$ cat src/rtl/ps2_scancode_decoder_if.sv
// Keyboard-to-consumer bus: scan-code strobes in, decoded ASCII FIFO head and status out.
interface ps2_scancode_decoder_if;
    logic       key_on;
    logic [7:0] key_value;
    logic       rd_en;
    logic [7:0] ascii_out;
    logic       empty;
    logic       overflow;
    logic       caps_led;

    modport master (
        output key_on, key_value, rd_en,
        input  ascii_out, empty, overflow, caps_led
    );

    modport slave (
        input  key_on, key_value, rd_en,
        output ascii_out, empty, overflow, caps_led
    );
endinterface

$ cat src/rtl/ps2_scancode_decoder.sv
// Set-2 scan code decoder: prefix FSM, shift/caps modifiers, ASCII mapping into a
// first-word-fall-through character FIFO with sticky overflow.
module ps2_scancode_decoder #(
    parameter int unsigned FIFO_DEPTH = 4
) (
    input  logic                    clk,
    input  logic                    rst_n,
    ps2_scancode_decoder_if.slave   bus
);
    localparam int unsigned PTR_W = $clog2(FIFO_DEPTH);
    localparam int unsigned CNT_W = PTR_W + 1;

    typedef enum logic [1:0] {IDLE, BRK, EXT, EXT_BRK} state_t;

    state_t             state, state_next;
    logic               shift_l, shift_r, caps_held, caps_led;
    logic [PTR_W-1:0]   rd_ptr, wr_ptr, rd_ptr_nx;
    logic [CNT_W-1:0]   count, count_nx;
    logic [7:0]         ascii_q;
    logic               empty_q, overflow_q;
    logic [7:0]         mem [FIFO_DEPTH];

    logic               make_c, break_c, push_c, pop_c, full_c, do_push_c, drop_c;
    logic [7:0]         lc_c, digit_c, char_c, head_nx;

    function automatic logic [7:0] letter_lc(input logic [7:0] code);
        case (code)
            8'h1C: letter_lc = 8'h61;  8'h32: letter_lc = 8'h62;
            8'h21: letter_lc = 8'h63;  8'h23: letter_lc = 8'h64;
            8'h24: letter_lc = 8'h65;  8'h2B: letter_lc = 8'h66;
            8'h34: letter_lc = 8'h67;  8'h33: letter_lc = 8'h68;
            8'h43: letter_lc = 8'h69;  8'h3B: letter_lc = 8'h6A;
            8'h42: letter_lc = 8'h6B;  8'h4B: letter_lc = 8'h6C;
            8'h3A: letter_lc = 8'h6D;  8'h31: letter_lc = 8'h6E;
            8'h44: letter_lc = 8'h6F;  8'h4D: letter_lc = 8'h70;
            8'h15: letter_lc = 8'h71;  8'h2D: letter_lc = 8'h72;
            8'h1B: letter_lc = 8'h73;  8'h2C: letter_lc = 8'h74;
            8'h3C: letter_lc = 8'h75;  8'h2A: letter_lc = 8'h76;
            8'h1D: letter_lc = 8'h77;  8'h22: letter_lc = 8'h78;
            8'h35: letter_lc = 8'h79;  8'h1A: letter_lc = 8'h7A;
            default: letter_lc = 8'h00;
        endcase
    endfunction

    function automatic logic [7:0] digit_ascii(input logic [7:0] code);
        case (code)
            8'h45: digit_ascii = 8'h30;  8'h16: digit_ascii = 8'h31;
            8'h1E: digit_ascii = 8'h32;  8'h26: digit_ascii = 8'h33;
            8'h25: digit_ascii = 8'h34;  8'h2E: digit_ascii = 8'h35;
            8'h36: digit_ascii = 8'h36;  8'h3D: digit_ascii = 8'h37;
            8'h3E: digit_ascii = 8'h38;  8'h46: digit_ascii = 8'h39;
            default: digit_ascii = 8'h00;
        endcase
    endfunction

    // Prefix decode: classify the current byte and pick the next prefix state
    always_comb begin
        state_next = state;
        make_c     = 1'b0;
        break_c    = 1'b0;
        if (bus.key_on) begin
            case (state)
                IDLE: begin
                    if (bus.key_value == 8'hF0)      state_next = BRK;
                    else if (bus.key_value == 8'hE0) state_next = EXT;
                    else                             make_c     = 1'b1;
                end
                BRK: begin
                    break_c    = 1'b1;
                    state_next = IDLE;
                end
                EXT:     state_next = (bus.key_value == 8'hF0) ? EXT_BRK : IDLE;
                default: state_next = IDLE;
            endcase
        end
    end

    // Character mapping uses modifier state from before this byte
    always_comb begin
        lc_c    = letter_lc(bus.key_value);
        digit_c = digit_ascii(bus.key_value);
        char_c  = 8'h00;
        if (lc_c != 8'h00)
            char_c = ((shift_l | shift_r) ^ caps_led) ? (lc_c - 8'h20) : lc_c;
        else if (digit_c != 8'h00)
            char_c = digit_c;
        else begin
            case (bus.key_value)
                8'h29:   char_c = 8'h20;
                8'h5A:   char_c = 8'h0D;
                8'h66:   char_c = 8'h08;
                default: char_c = 8'h00;
            endcase
        end
        push_c = make_c && (char_c != 8'h00);
    end

    // FIFO control and next head; a push landing on the new head slot bypasses memory
    always_comb begin
        pop_c     = bus.rd_en && !empty_q;
        full_c    = (count == CNT_W'(FIFO_DEPTH));
        do_push_c = push_c && (!full_c || pop_c);
        drop_c    = push_c && full_c && !pop_c;
        rd_ptr_nx = pop_c ? (rd_ptr + PTR_W'(1)) : rd_ptr;
        case ({do_push_c, pop_c})
            2'b10:   count_nx = count + CNT_W'(1);
            2'b01:   count_nx = count - CNT_W'(1);
            default: count_nx = count;
        endcase
        if (count_nx == '0)
            head_nx = 8'h00;
        else if (do_push_c && (wr_ptr == rd_ptr_nx))
            head_nx = char_c;
        else
            head_nx = mem[rd_ptr_nx];
    end

    always_ff @(posedge clk) begin
        if (do_push_c) mem[wr_ptr] <= char_c;
    end

    always_ff @(posedge clk or negedge rst_n) begin
        if (!rst_n) begin
            state      <= IDLE;
            shift_l    <= 1'b0;
            shift_r    <= 1'b0;
            caps_held  <= 1'b0;
            caps_led   <= 1'b0;
            rd_ptr     <= '0;
            wr_ptr     <= '0;
            count      <= '0;
            ascii_q    <= 8'h00;
            empty_q    <= 1'b1;
            overflow_q <= 1'b0;
        end else begin
            state <= state_next;
            if (make_c) begin
                case (bus.key_value)
                    8'h12: shift_l <= 1'b1;
                    8'h59: shift_r <= 1'b1;
                    8'h58: begin
                        if (!caps_held) caps_led <= ~caps_led;
                        caps_held <= 1'b1;
                    end
                    default: ;
                endcase
            end
            if (break_c) begin
                case (bus.key_value)
                    8'h12:   shift_l   <= 1'b0;
                    8'h59:   shift_r   <= 1'b0;
                    8'h58:   caps_held <= 1'b0;
                    default: ;
                endcase
            end
            if (do_push_c) wr_ptr <= wr_ptr + PTR_W'(1);
            rd_ptr  <= rd_ptr_nx;
            count   <= count_nx;
            ascii_q <= head_nx;
            empty_q <= (count_nx == '0);
            if (drop_c) overflow_q <= 1'b1;
        end
    end

    assign bus.ascii_out = ascii_q;
    assign bus.empty     = empty_q;
    assign bus.overflow  = overflow_q;
    assign bus.caps_led  = caps_led;
endmodule

$ cat src/flat_wrapper.sv
// flat-port wrapper written by rule: the top's interface ports become plain ports
module ps2_scancode_decoder_flat 
#(
    parameter int unsigned FIFO_DEPTH = 4
)
  (clk, rst_n, bus_key_on, bus_key_value, bus_rd_en, bus_ascii_out, bus_empty, bus_overflow, bus_caps_led);
  ps2_scancode_decoder_if bus_i ();
  input  logic clk;
  input  logic rst_n;
  input wire logic [$bits(bus_i.key_on)-1:0] bus_key_on;
  input wire logic [$bits(bus_i.key_value)-1:0] bus_key_value;
  input wire logic [$bits(bus_i.rd_en)-1:0] bus_rd_en;
  output wire logic [$bits(bus_i.ascii_out)-1:0] bus_ascii_out;
  output wire logic [$bits(bus_i.empty)-1:0] bus_empty;
  output wire logic [$bits(bus_i.overflow)-1:0] bus_overflow;
  output wire logic [$bits(bus_i.caps_led)-1:0] bus_caps_led;
  assign bus_i.key_on = bus_key_on;
  assign bus_i.key_value = bus_key_value;
  assign bus_i.rd_en = bus_rd_en;
  assign bus_ascii_out = bus_i.ascii_out;
  assign bus_empty = bus_i.empty;
  assign bus_overflow = bus_i.overflow;
  assign bus_caps_led = bus_i.caps_led;
  ps2_scancode_decoder #(.FIFO_DEPTH(FIFO_DEPTH)) u_core (.clk(clk), .rst_n(rst_n), .bus(bus_i));
endmodule
$ cat config.mk
export PLATFORM = sky130hd
export DESIGN_NAME = ps2_scancode_decoder_flat
export DESIGN_NICKNAME = d
export VERILOG_FILES = /design/src/rtl/ps2_scancode_decoder_if.sv /design/src/rtl/ps2_scancode_decoder.sv /design/src/flat_wrapper.sv
export SDC_FILE = /design/constraint.sdc
export NUM_CORES = 1
export LEC_CHECK = 0
export BUFFER_PORTS_ARGS = -buffer_cell sky130_fd_sc_hd__buf_2
export CORE_ASPECT_RATIO = 0.75
export CORE_MARGIN = 3
export CORE_UTILIZATION = 40
export CTS_CLUSTER_SIZE = 16
export DETAILED_ROUTE_END_ITERATION = 10
export GPL_TIMING_DRIVEN = 1
export PLACE_DENSITY = 0.64
export REMOVE_ABC_BUFFERS = 1
export SYNTH_ARGS = -nofsm -noshare
export SYNTH_HDL_FRONTEND = slang
export SYNTH_SLANG_ARGS = --single-unit
$ cat constraint.sdc
create_clock -name clk -period 5.7 [get_ports clk]
set_input_delay 0.285 -clock clk [delete_from_list [all_inputs] [get_ports clk]]
set_output_delay 0.285 -clock clk [all_outputs]
set_load 0.005 [all_outputs]
==> summary.md <==
| Metric | Value |
|---|---|
| CP max-delay cell | ha_1 |
| R2R depth | 14 |
| Final setup vio count | 0 |
| CP arrival | 4.82 ns |
| CP Max Fanout | 17 |
| Worst-Margin Slew | 0.931 ns |
| Critical path required time | 5.83 ns |
| Core ar. | 8560 µm² |
| Synth Area in Simple Gates | 15.3% |
| Crit path largest cell delay | 0.59 ns |
| Overflow after GRT | 0 |
| Compound-cell area share of the yosys netlist | 17.0% |
| I/O pin cnt | 23 |
| Gate power share | 38.2% |
| Post-layout min period | 4.70 ns |
| CP endpoint kind | register |
| XOR/XNOR Fraction of Synth Area | 1.96% |
| Clock transition at path regs | 0.07 ns |
| Pin count of the biggest net entering global routing | 33 |
| Pleak | 1.55 nW |
| Post-DP HPWL | 5760 µm |
| Initial core utilization | 41.8% |
| Worst VDD drop | 178 µV |
| Post-Route Setup TNS | 0 ns |
| Post-route ant nets | 0 |
| Clock root buffer | clkbuf_16 |
| Initial antenna violation count | 0 |
| Worst Hold Class | in -> reg |
| Max-cap viol count | 0 |
| Seq cells post-synth | 55 |
| Row cnt | 29 |
| Number of CTS-inserted buffers | 5 |
| Clock sink total | 55 |
| CP Depth | 19 |
| Die H | 87.9 µm |
| R2r setup slk | 1.97 ns |
| Worst Path Buf+Inv | 4 |
| FF-to-FF End | u_core.bus.ascii_out[6] |
| Ys async rst share | 41.8% |
| First-pass GRT wire length | 13300 µm |
| Util after Layout | 45.7% |
| # port buffers | 22 |
| Share of post-route cells with drive strength above 1 | 17.0% |
| Skew-Pair Late Insertion Delay | 0.29 ns |
| GP Congestion | 0.875 |
| Post-Syn Area | 3580 µm² |
| WHS Endpoint | u_core.state[1] |
| Status | finished clean |
| Number of H-tree levels | 2 |
| Vias in the first global route | 2466 |
| Hold path cells | 2 |
| Iter 0 DRT Violations | 227 |
| Post-synthesis adder-cell area fraction | 5.11% |
| Critical-path cell list | buf_2 -> inv_1 -> ha_1 -> a31oi_1 -> o221ai_1 -> a31o_2 -> inv_1 -> ha_1 -> nand3b_1 -> mux2i_4 -> a21oi_2 -> nand2b_1 -> inv_1 -> fa_1 -> nand2b_1 -> nand2_1 -> nand3_1 -> mux2i_1 -> a311oi_1 |
| Post-synthesis average cell area | 11.1 µm² |
| Hold_sp | bus_key_on |
| Nets@finish | 361 |
| RSZ-0062 raised after global routing | no |
| Mux share of post-synthesis cell area | 12.5% |
| # DRC | 0 |
| Final hold viol count | 0 |
| Fmax | 0.213 GHz |
| Net Sw Frac | 33.1% |
| Clock power share | 23.8% |
| Die ar. | 10100 µm² |
| Psw | 0.491 mW |
| Register area share after synthesis | 43.0% |
| Internal power component | 0.992 mW |
| Fill count | 788 |
| Slew margin rel. | 37.5% |
| Yosys warnings | 0 |
| DR pass1 iterations | 5 |
| Longest Clk Path Bufs | 2 |
| Top delay family on crit path | adder cells |
| Count of pins over their slew limit | 0 |
| Largest family of logic cells by synthesized area | compound AO/OA/AOI/OAI gates |
| Post-Syn Instances | 321 |
| Post-CTS setup buffer count | 0 |
| Final WL | 8020 µm |
| Most common cell on crit path | inv_1 |
| # resized after CTS | 0 |
| Die X | 115 µm |
| Type of origin of the critical path | input pin |
| Vias/cell | 5.99 |
| Post-synth EDFFs | 32 |
| Vias | 2660 |
| GRT Util Overall | 16.8% |
| Diodes inserted | 0 |
| Area Growth Syn to Fin | 9.52% |
| Crit Path Category | in -> reg |
| Post-Route Skew | 0.00768 ns |
| Cell variety after synth | 71 |
| Synth Flop Type | edfxtp_1 |
| R2r startpoint | u_core.shift_r |
| CTS tree | built |
| Routed WL per cell | 18.1 µm |
| PD cells | 379 nW/µm² |
| Tcrit/Tclk final | 82.4% |
| Seq pwr share | 38.0% |
layout by cell type, fill, tap and decap left out, drive strengths merged, types with 7 or more instances in the layout:
cell / Yosys / layout
a21oi: 9 / 9
mux2i: 23 / 23
nand2b: 15 / 15
o21ai: 10 / 10
a311oi: 8 / 8
ha: 13 / 13
and2: 7 / 7
nor2: 9 / 9
nand2: 19 / 19
buf: 13 / 23
inv: 22 / 22
nor3: 7 / 7
a31oi: 7 / 7
dfrtp: 22 / 22
mux4: 8 / 8
edfxtp: 32 / 32
routing by layer:
layer  vias to the layer above  wire [µm]  global-route usage (%)  share of wire (%)
met1                      1302       3990                    26.9                 50
met3                        10        480                    3.04                6.0
met5                         -          0                       0                  0
met2                        96       3480                    23.6                 43
met4                         0         66                    3.41               0.82
li1                       1252          -                       -                  -
Yosys cell counts, types with 2 or more instances:
| master | n | area, µm² |
|---|---|---|
| a2111o_1 | 2 | 22.5 |
| a2111oi_0 | 2 | 17.5 |
| a211oi_1 | 3 | 22.5 |
| a21o_1 | 5 | 37.5 |
| a21oi_1 | 8 | 40.0 |
| a311oi_1 | 8 | 70.1 |
| a31o_2 | 3 | 26.3 |
| a31oi_1 | 7 | 43.8 |
| a41o_1 | 2 | 20.0 |
| and2_1 | 7 | 43.8 |
| and3_1 | 4 | 25.0 |
| buf_2 | 8 | 40.0 |
| buf_4 | 2 | 15.0 |
| buf_6 | 2 | 22.5 |
| clkbuf_1 | 4 | 15.0 |
| dfrtp_1 | 22 | 551 |
| edfxtp_1 | 32 | 961 |
| ha_1 | 13 | 163 |
| inv_1 | 22 | 82.6 |
| mux2_2 | 2 | 22.5 |
| mux2i_1 | 22 | 220 |
| mux4_2 | 8 | 180 |
| nand2_1 | 19 | 71.3 |
| nand2b_1 | 15 | 93.8 |
| nand3_1 | 5 | 25.0 |
| nand3b_1 | 2 | 15.0 |
| nand4_1 | 3 | 18.8 |
| nor2_1 | 9 | 33.8 |
| nor2b_1 | 6 | 37.5 |
| nor3_1 | 6 | 30.0 |
| nor4_1 | 2 | 12.5 |
| o2111ai_1 | 2 | 17.5 |
| o211ai_1 | 3 | 22.5 |
| o21ai_0 | 8 | 40.0 |
| o21bai_1 | 2 | 15.0 |
| o221ai_1 | 3 | 26.3 |
| o22ai_1 | 3 | 18.8 |
| o32ai_1 | 2 | 17.5 |
| or2_2 | 2 | 12.5 |
| or3b_1 | 3 | 26.3 |
| or4bb_1 | 2 | 22.5 |
| xnor2_1 | 6 | 52.6 |
| xor2_1 | 2 | 17.5 |
stage by stage:
stage	worst slack [ns]	cells	hold slack (ns)	cell area, µm²	power [mW]
floorplan	1.62	304	-0.0106	3480	0.961
global placement	0.899	435	0.283	3730	1.13
detailed placement	0.798	435	0.283	3730	1.14
CTS	1.06	444	0.218	3920	1.50
global route	0.480	444	0.226	3920	1.59
finish	1.00	444	0.224	3920	1.48
cell type report:
cell class	count	area [µm²]	share of cell area (%)
clock buffers	6	139	3.55
clock inverters	2	35.0	0.895
flip-flops and latches	55	1540	39.3
repair buffers	24	128	3.26
inverters	23	86.3	2.20
well taps	108	135	3.45
multi-input cells	226	1860	47.4
power by group through the flow:
stage / combinational (mW) / sequential (mW) / clock (mW)
finish: 0.566 / 0.564 / 0.353
global route: 0.636 / 0.575 / 0.377
CTS: 0.571 / 0.565 / 0.360
detailed placement: 0.566 / 0.574 / 0
global placement: 0.559 / 0.570 / 0
floorplan: 0.395 / 0.566 / 0
flip-flops by register name, indices dropped and copies added, names as in the netlist:
name                  cells
u_core.bus.caps_led       1
u_core.mem               32
u_core.bus.empty          1
u_core.shift_r            1
u_core.bus.overflow       1
u_core.caps_held          1
u_core.wr_ptr             2
u_core.shift_l            1
u_core.state              2
u_core.count              3
u_core.rd_ptr             2
u_core.bus.ascii_out      8
kinds of logic after synthesis:
logic type               count (synthesis)
AND/OR/NAND/NOR                         92
AO/OA/AOI/OAI                           79
flip-flops                              55
buffers and inverters                   40
multiplexers                            33
adder cells (fa/ha/maj)                 14
XOR/XNOR                                 8
timing repair:
| item | 4_1_cts | 5_1_grt |
|---|---|---|
| endpoints found under the setup margin | 0 | 0 |
| hold buffers | 1 | 0 |
| endpoints found under the hold margin | 22 | 0 |
how the worst max path moves through the flow:
stage                          start                 endpoint  slack, ns
detailed placement  bus_key_value[1]  u_core.bus.ascii_out[6]       0.80
finish              bus_key_value[1]  u_core.bus.ascii_out[6]       1.00
global placement    bus_key_value[1]  u_core.bus.ascii_out[4]       0.90
global route        bus_key_value[1]  u_core.bus.ascii_out[4]       0.48
CTS                 bus_key_value[1]  u_core.bus.ascii_out[6]       1.06
floorplan           bus_key_value[1]         u_core.bus.empty       1.62
Power figures use the tool's default switching activity.
